==> src/rtl/fifo_uart_tx_if.sv <==
// Bundle between the FIFO-draining UART transmitter and its environment.
// master: the transmitter (issues read strobes, drives the serial line).
// slave:  the environment (FIFO flags/data, enable, line observer).
interface fifo_uart_tx_if;
  logic       tx_en;
  logic       fifo_empty;
  logic [7:0] fifo_data;
  logic       fifo_rd_en;
  logic       tx;
  logic       busy;
  logic       frame_done;

  modport master (
    input  tx_en,
    input  fifo_empty,
    input  fifo_data,
    output fifo_rd_en,
    output tx,
    output busy,
    output frame_done
  );

  modport slave (
    output tx_en,
    output fifo_empty,
    output fifo_data,
    input  fifo_rd_en,
    input  tx,
    input  busy,
    input  frame_done
  );
endinterface

==> src/rtl/fifo_uart_tx.sv <==
// Drains a registered-read synchronous FIFO one byte at a time and serialises each byte as
// start, 8 data bits LSB-first, optional parity, stop. tx and frame_done are registered from
// the next-state values so they line up exactly with the state they belong to.
module fifo_uart_tx #(
  parameter int unsigned CLKS_PER_BIT = 16,
  parameter bit          PARITY_EN    = 1'b0,
  parameter bit          PARITY_ODD   = 1'b0
) (
  input logic            clk,
  input logic            rst,
  fifo_uart_tx_if.master bus
);

  localparam int unsigned      BaudW    = (CLKS_PER_BIT > 1) ? $clog2(CLKS_PER_BIT) : 1;
  localparam logic [BaudW-1:0] BaudLast = BaudW'(CLKS_PER_BIT - 1);

  typedef enum logic [2:0] {
    StIdle,
    StPop,
    StLoad,
    StStart,
    StData,
    StParity,
    StStop
  } state_e;

  state_e           r_state;
  logic [BaudW-1:0] r_baud;
  logic [2:0]       r_bit_idx;
  logic [7:0]       r_shift;
  logic             r_parity;
  logic             r_tx;
  logic             r_frame_done;

  state_e           w_state_next;
  logic [BaudW-1:0] w_baud_next;
  logic [2:0]       w_bit_next;
  logic [7:0]       w_shift_next;
  logic             w_parity_next;
  logic             w_tx_next;
  logic             w_frame_done_next;
  logic             w_bit_end;

  assign w_bit_end = (r_baud == BaudLast);

  // State, counters, datapath and registered outputs; synchronous active-low reset.
  always_ff @(posedge clk) begin
    if (!rst) begin
      r_state      <= StIdle;
      r_baud       <= '0;
      r_bit_idx    <= '0;
      r_shift      <= '0;
      r_parity     <= 1'b0;
      r_tx         <= 1'b1;
      r_frame_done <= 1'b0;
    end else begin
      r_state      <= w_state_next;
      r_baud       <= w_baud_next;
      r_bit_idx    <= w_bit_next;
      r_shift      <= w_shift_next;
      r_parity     <= w_parity_next;
      r_tx         <= w_tx_next;
      r_frame_done <= w_frame_done_next;
    end
  end

  // Next-state, baud/bit counting, byte capture and parity accumulation.
  always_comb begin
    w_state_next  = r_state;
    w_baud_next   = r_baud;
    w_bit_next    = r_bit_idx;
    w_shift_next  = r_shift;
    w_parity_next = r_parity;
    unique case (r_state)
      StIdle: begin
        w_baud_next = '0;
        // fifo_empty is only trusted here: as sole reader, the FIFO cannot drain before POP.
        if (bus.tx_en && !bus.fifo_empty) begin
          w_state_next = StPop;
        end
      end
      StPop: begin
        w_state_next = StLoad;
      end
      StLoad: begin
        // Registered FIFO read data is valid the cycle after the strobe.
        w_shift_next  = bus.fifo_data;
        w_parity_next = 1'b0;
        w_baud_next   = '0;
        w_state_next  = StStart;
      end
      StStart: begin
        if (w_bit_end) begin
          w_baud_next  = '0;
          w_bit_next   = '0;
          w_state_next = StData;
        end else begin
          w_baud_next = r_baud + BaudW'(1);
        end
      end
      StData: begin
        if (w_bit_end) begin
          w_baud_next   = '0;
          w_shift_next  = {1'b0, r_shift[7:1]};
          // Fold in the bit that just finished on the line.
          w_parity_next = r_parity ^ r_shift[0];
          if (r_bit_idx == 3'd7) begin
            w_state_next = PARITY_EN ? StParity : StStop;
          end else begin
            w_bit_next = r_bit_idx + 3'd1;
          end
        end else begin
          w_baud_next = r_baud + BaudW'(1);
        end
      end
      StParity: begin
        if (w_bit_end) begin
          w_baud_next  = '0;
          w_state_next = StStop;
        end else begin
          w_baud_next = r_baud + BaudW'(1);
        end
      end
      StStop: begin
        if (w_bit_end) begin
          w_baud_next  = '0;
          w_state_next = StIdle;
        end else begin
          w_baud_next = r_baud + BaudW'(1);
        end
      end
      default: begin
        w_state_next = StIdle;
      end
    endcase
  end

  // Line level and done pulse for the coming cycle, derived from the next state.
  always_comb begin
    w_tx_next = 1'b1;
    case (w_state_next)
      StStart:  w_tx_next = 1'b0;
      StData:   w_tx_next = w_shift_next[0];
      StParity: w_tx_next = w_parity_next ^ PARITY_ODD;
      default:  w_tx_next = 1'b1;
    endcase
    w_frame_done_next = (w_state_next == StStop) && (w_baud_next == BaudLast);
  end

  assign bus.fifo_rd_en = (r_state == StPop);
  assign bus.busy       = (r_state != StIdle);
  assign bus.tx         = r_tx;
  assign bus.frame_done = r_frame_done;

endmodule

==> src/flat_wrapper.sv <==
// flat-port wrapper written by rule: the top's interface ports become plain ports
module fifo_uart_tx_flat 
#(
  parameter int unsigned CLKS_PER_BIT = 16,
  parameter bit          PARITY_EN    = 1'b0,
  parameter bit          PARITY_ODD   = 1'b0
)
  (clk, rst, bus_tx_en, bus_fifo_empty, bus_fifo_data, bus_fifo_rd_en, bus_tx, bus_busy, bus_frame_done);
  fifo_uart_tx_if bus_i ();
  input logic clk;
  input logic rst;
  input wire logic [$bits(bus_i.tx_en)-1:0] bus_tx_en;
  input wire logic [$bits(bus_i.fifo_empty)-1:0] bus_fifo_empty;
  input wire logic [$bits(bus_i.fifo_data)-1:0] bus_fifo_data;
  output wire logic [$bits(bus_i.fifo_rd_en)-1:0] bus_fifo_rd_en;
  output wire logic [$bits(bus_i.tx)-1:0] bus_tx;
  output wire logic [$bits(bus_i.busy)-1:0] bus_busy;
  output wire logic [$bits(bus_i.frame_done)-1:0] bus_frame_done;
  assign bus_i.tx_en = bus_tx_en;
  assign bus_i.fifo_empty = bus_fifo_empty;
  assign bus_i.fifo_data = bus_fifo_data;
  assign bus_fifo_rd_en = bus_i.fifo_rd_en;
  assign bus_tx = bus_i.tx;
  assign bus_busy = bus_i.busy;
  assign bus_frame_done = bus_i.frame_done;
  fifo_uart_tx #(.CLKS_PER_BIT(CLKS_PER_BIT), .PARITY_EN(PARITY_EN), .PARITY_ODD(PARITY_ODD)) u_core (.clk(clk), .rst(rst), .bus(bus_i));
endmodule
==> config.mk <==
export PLATFORM = sky130hd
export DESIGN_NAME = fifo_uart_tx_flat
export DESIGN_NICKNAME = d
export VERILOG_FILES = /design/src/rtl/fifo_uart_tx_if.sv /design/src/rtl/fifo_uart_tx.sv /design/src/flat_wrapper.sv
export SDC_FILE = /design/constraint.sdc
export NUM_CORES = 1
export LEC_CHECK = 0
export ABC_CLOCK_PERIOD_IN_PS = 3300
export BUFFER_PORTS_ARGS = -buffer_cell sky130_fd_sc_hd__buf_2
export CAP_MARGIN = 40
export CORE_MARGIN = 8
export CORE_UTILIZATION = 50
export CTS_CLUSTER_SIZE = 25
export DETAILED_ROUTE_END_ITERATION = 10
export GPL_ROUTABILITY_DRIVEN = 0
export HOLD_SLACK_MARGIN = 0.03
export PLACE_DENSITY = 0.79
export REMOVE_ABC_BUFFERS = 1
export SLEW_MARGIN = 20
export SYNTH_ARGS = -nofsm -noshare
export SYNTH_HDL_FRONTEND = slang
export SYNTH_SLANG_ARGS = --single-unit
export TNS_END_PERCENT = 100
==> constraint.sdc <==
create_clock -name clk -period 3.3 [get_ports clk]
set_input_delay 0.165 -clock clk [delete_from_list [all_inputs] [get_ports clk]]
set_output_delay 0.165 -clock clk [all_outputs]
set_load 0.05 [all_outputs]
==> results.md <==
Status:
- The run finished with clean final reports.

Drt:
- The sum of routed wire length over all layers is 2460 µm.
- The first-pass detailed-route iteration total is 5.
- In the final routed layout, each cell accounts on average for 14.0 µm.
- The count of unresolved DRC violations after routing is 0.
- The detail-routed via count per cell is 6.18.
- The detailed router's first-iteration violation count is 65.
- Across all layers, the routed design uses 1,088 vias.
- The detail route stage leaves a number of antenna-violating nets equal to 0.

Floorplan:
- The floorplan step set the die height to 64.5 µm.
- The number of ports placed on the die boundary is 16.
- The area of the core is 2210 µm².
- The floorplan has 17 rows.
- The die boundary width is 64.5 µm.
- The die covers 4160 µm².
- The effective utilization at floorplan is 0.531.

Synthesis:
- Of the total synthesized cell area, the portion taken by AND, OR, NAND and NOR gates is 0.241.
- The number of enable flip-flop cells after synthesis is 0.
- Counting flops with an async set or reset pin after synthesis yields a share of 0.
- By area, the combinational part of the netlist is dominated by compound AO/OA/AOI/OAI gates.
- The count of yosys warnings during synthesis is 0.
- In this run, synthesis produced a sequential element count of 21.
- The post-synthesis share of cell area spent on full adders, half adders and majority gates is 0.0319.
- Summing every instance area after synthesis gives 1170 µm².
- The portion of netlist area occupied by mux cells is 0.0362.
- The synthesized area divided by synthesized cell count is 8.51 µm².
- The leading register cell type out of synthesis is sky130_fd_sc_hd__dfxtp_1.
- The post-synthesis share of cell area spent on xor and xnor gates is 0.
- Yosys mapped the design onto 45 distinct sky130hd cell types.
- The instance count of the mapped netlist is 138.
- The share of the Yosys chip area taken by registers is 0.358.
- The complex-gate fraction of the synthesized area is 0.279.

Power:
- Summed over all cells, the static leakage comes to 0.000432 µW.
- In this run the power density over the cells is 388 nW/µm².
- The proportion of power drawn by combinational gates is 0.170.
- The maximum vdd ir drop is 210 µV.
- The clock network fraction of design power is 0.249.
- The design draws 491 µW.
- The switching fraction of total power is 0.300.
- The net switching power of the design is 147 µW.
- The register share of total power is 0.582.
- The internal power summed over all cells is 343 µW.

Place:
- The placed wire-length estimate after detailed placement is 1810 µm.
- Input and output buffers added on the ports amount to 15.

Hold path:
- The path class of the tightest hold or removal check is in -> reg.
- The path with the worst hold slack has its endpoint at u_core.r_shift[0]$_SDFF_PN0_.
- The startpoint identified for the worst hold timing path is rst.
- The number of cells on the worst hold path is 2.

Critical path:
- Setup slack on the worst reg-to-reg path comes out at 1060 ps.
- The path type of the worst setup path is reg -> reg.
- The startpoint type of the worst setup path is a flip-flop.
- The slowest stage of the critical path is the sky130_fd_sc_hd__dfxtp_1 cell.
- In this run the worst path has a maximum fanout of 23.
- The startpoint identified for the worst register-to-register timing path is u_core.r_state[2]$_SDFF_PN0_.
- The endpoint identified for the worst register-to-register timing path is u_core.bus.tx$_SDFF_PN1_.
- For the worst setup path, the data required time is 3520 ps.
- The number of cells on the worst reg-to-reg path is 5.
- The signal on the critical path passes through nand2b_1 > nor3_2 > and3b_1 > a21oi_1 > o31ai_1.
- The type of element capturing the critical path is a flip-flop.
- The arrival time reported for the critical path endpoint is 2460 ps.
- The largest single stage delay on the critical path is 840 ps.

Timing:
- The peak clock frequency supported by timing is 446 MHz.
- The actual transition at the worst max-transition pin is 786 ps.
- The worst setup skew after layout is 2.64 ps.
- In the finished design, the share of the clock period the worst path needs comes to 0.679.
- Summed over all failing endpoints, the final setup total negative slack is 0 ps.
- Setup repair after global routing left no endpoint under its margin.
- The number of failing setup endpoints in the final timing report is 0.
- The final critical delay including setup and external delays is 2240 ps.
- The number of hold violations in the final report is 0.
- The max-slew violation count is 0.
- Measured against its own limit, the worst slew margin works out to 0.475.

Final layout:
- Summing all flip-flop and latch instances after layout gives 420 µm².
- The layout net count is 164.
- In the final layout, the share of cells above drive strength 1 is 0.223.
- The repair_antennas step left the layout with diodes totalling 0.
- In the final layout, the multi-input gates occupy 691 µm².
- The number of filler cells placed in the layout is 207.
- The post-synthesis to final-layout area growth is 7.56%.

CTS:
- Clock tree synthesis selected as its root buffer the cell sky130_fd_sc_hd__clkbuf_4.
- In this run the number of H-tree levels came out at 1.
- For this design, the CTS-stage hold fixing added 0 buffers.
- The clock slew seen by the registers of the worst setup and hold paths is 120 ps.
- The total clock buffers created by CTS is 3.
- After clock tree synthesis, the repair step resized 0 gates.
- The clock drives 21 sinks.
- The number of setup buffers added after CTS is 0.
- The clock reaches the later pin of the worst-skew pair after 300 ps.
- The buffer levels on the longest clock path is 2.
- TritonCTS built the clock tree.

Global route:
- The number of global-route vias before repair came to 980.
- The global-route wire length before repair is 4280 µm.
- The largest net degree at the start of global routing is 24.
- For this run the aggregate overflow at the end of global routing stands at 0.
- The initial antenna violation count is 0.
- The total routing resource utilization after global routing is 0.120.

Flow run:
- The number of maximum-capacitance violations is 0.
==> layout make-up <==
type | instances | area share
Inverter | 2 | 0.00594
Clock inverter | 1 | 0.00396
Sequential cell | 21 | 0.333
Timing Repair Buffer | 16 | 0.0653
Clock buffer | 3 | 0.0178
Tap cell | 28 | 0.0277
Multi-Input combinational cell | 105 | 0.547
==> critical path, delay by kind of cell, from the launching register on <==
family           cells  cell delay (ps)
AND/OR/NAND/NOR      3             1050
flip-flops           1              840
AO/OA/AOI/OAI        2              270
==> power by group through the flow <==
stage / Clock [µW] / Combinational (µW) / Sequential, µW
after floorplan: 0 / 60.2 / 288
after global placement: 0 / 82.3 / 290
after detailed placement: 0 / 83.8 / 290
after CTS: 129 / 84.0 / 285
after global routing: 141 / 90.9 / 288
final: 122 / 83.4 / 285
==> kinds of logic (layout without fill, tap and decap cells) <==
kind of cell | after synthesis | in the layout
flops | 21 | 21
fa+ha+maj | 3 | 3
mux | 4 | 4
buf+inv | 12 | 22
compound gates | 47 | 47
simple gates | 51 | 51
==> cell usage in the layout (no fill, tap or decap), types with 2 or more instances in the layout <==
master and instances:
sky130_fd_sc_hd__a21oi_1 19, sky130_fd_sc_hd__a22oi_1 6, sky130_fd_sc_hd__a31oi_1 4, sky130_fd_sc_hd__and2_1 2, sky130_fd_sc_hd__buf_2 15, sky130_fd_sc_hd__clkbuf_4 3, sky130_fd_sc_hd__dfxtp_1 21, sky130_fd_sc_hd__ha_1 3
sky130_fd_sc_hd__mux2_2 2, sky130_fd_sc_hd__mux2i_1 2, sky130_fd_sc_hd__nand2_1 16, sky130_fd_sc_hd__nand2_2 2, sky130_fd_sc_hd__nand2b_1 2, sky130_fd_sc_hd__nand3_1 6, sky130_fd_sc_hd__nand4_1 3, sky130_fd_sc_hd__nor2_1 6
sky130_fd_sc_hd__nor2b_1 2, sky130_fd_sc_hd__nor3b_1 2, sky130_fd_sc_hd__o21ai_0 4, sky130_fd_sc_hd__o22ai_1 2
==> per-stage QoR <==
step / area, µm² / cells / setup slack [ps] / hold slack, ps / utilization
6_report: 1260 / 176 / 1060 / 88.0 / 0.571
5_1_grt: 1260 / 176 / 825 / 66.6 / 0.571
4_1_cts: 1260 / 176 / 1080 / 81.7 / 0.571
3_5_place_dp: 1240 / 172 / 1100 / 400 / 0.559
3_3_place_gp: 1240 / 172 / 1150 / 385 / 0.559
2_1_floorplan: 1120 / 128 / 925 / 287 / -
==> synthesized netlist by cell type (all sizes together), types with 2 or more instances <==
cell    instances  area, µm²
dfxtp          21        420
a21oi          20        104
nand2          18       72.6
buf             7       45.0
a22oi           6       45.0
nand3           6       30.0
nor2            6       22.5
a31oi           4       25.0
o21ai           4       20.0
clkbuf          3       11.3
ha              3       37.5
nand4           3       18.8
nor3b           3       27.5
and2            2       12.5
mux2            2       22.5
mux2i           2       20.0
nand2b          2       12.5
nor2b           2       12.5
nor3            2       15.0
o22ai           2       12.5
==> layer usage <==
metal  global-route usage  up-vias  part of all wire
met2                0.200       35              0.48
met3               0.0292        2             0.057
met1                0.150      516              0.46
met4               0.0327        0            0.0057
met5                    0        -                 0
li1                     -      535                 -
==> sequential cells by signal, summed over array words and instances, names as in the netlist <==
register	count
u_core.r_shift	8
u_core.bus.tx	1
u_core.r_parity	1
u_core.bus.frame_done	1
u_core.r_state	3
u_core.r_bit_idx	3
u_core.r_baud	4
==> worst max path at each step <==
stage | from | endpoint | depth (start not counted)
2_1_floorplan | u_core.r_state[1]$_SDFF_PN0_ | u_core.bus.tx$_SDFF_PN1_ | 5
3_3_place_gp | u_core.r_state[2]$_SDFF_PN0_ | u_core.bus.tx$_SDFF_PN1_ | 5
3_5_place_dp | u_core.r_state[2]$_SDFF_PN0_ | u_core.bus.tx$_SDFF_PN1_ | 5
4_1_cts | u_core.r_state[2]$_SDFF_PN0_ | u_core.bus.tx$_SDFF_PN1_ | 5
5_1_grt | u_core.r_state[2]$_SDFF_PN0_ | u_core.bus.tx$_SDFF_PN1_ | 5
6_report | u_core.r_state[2]$_SDFF_PN0_ | u_core.bus.tx$_SDFF_PN1_ | 5
Power figures use the tool's default switching activity.
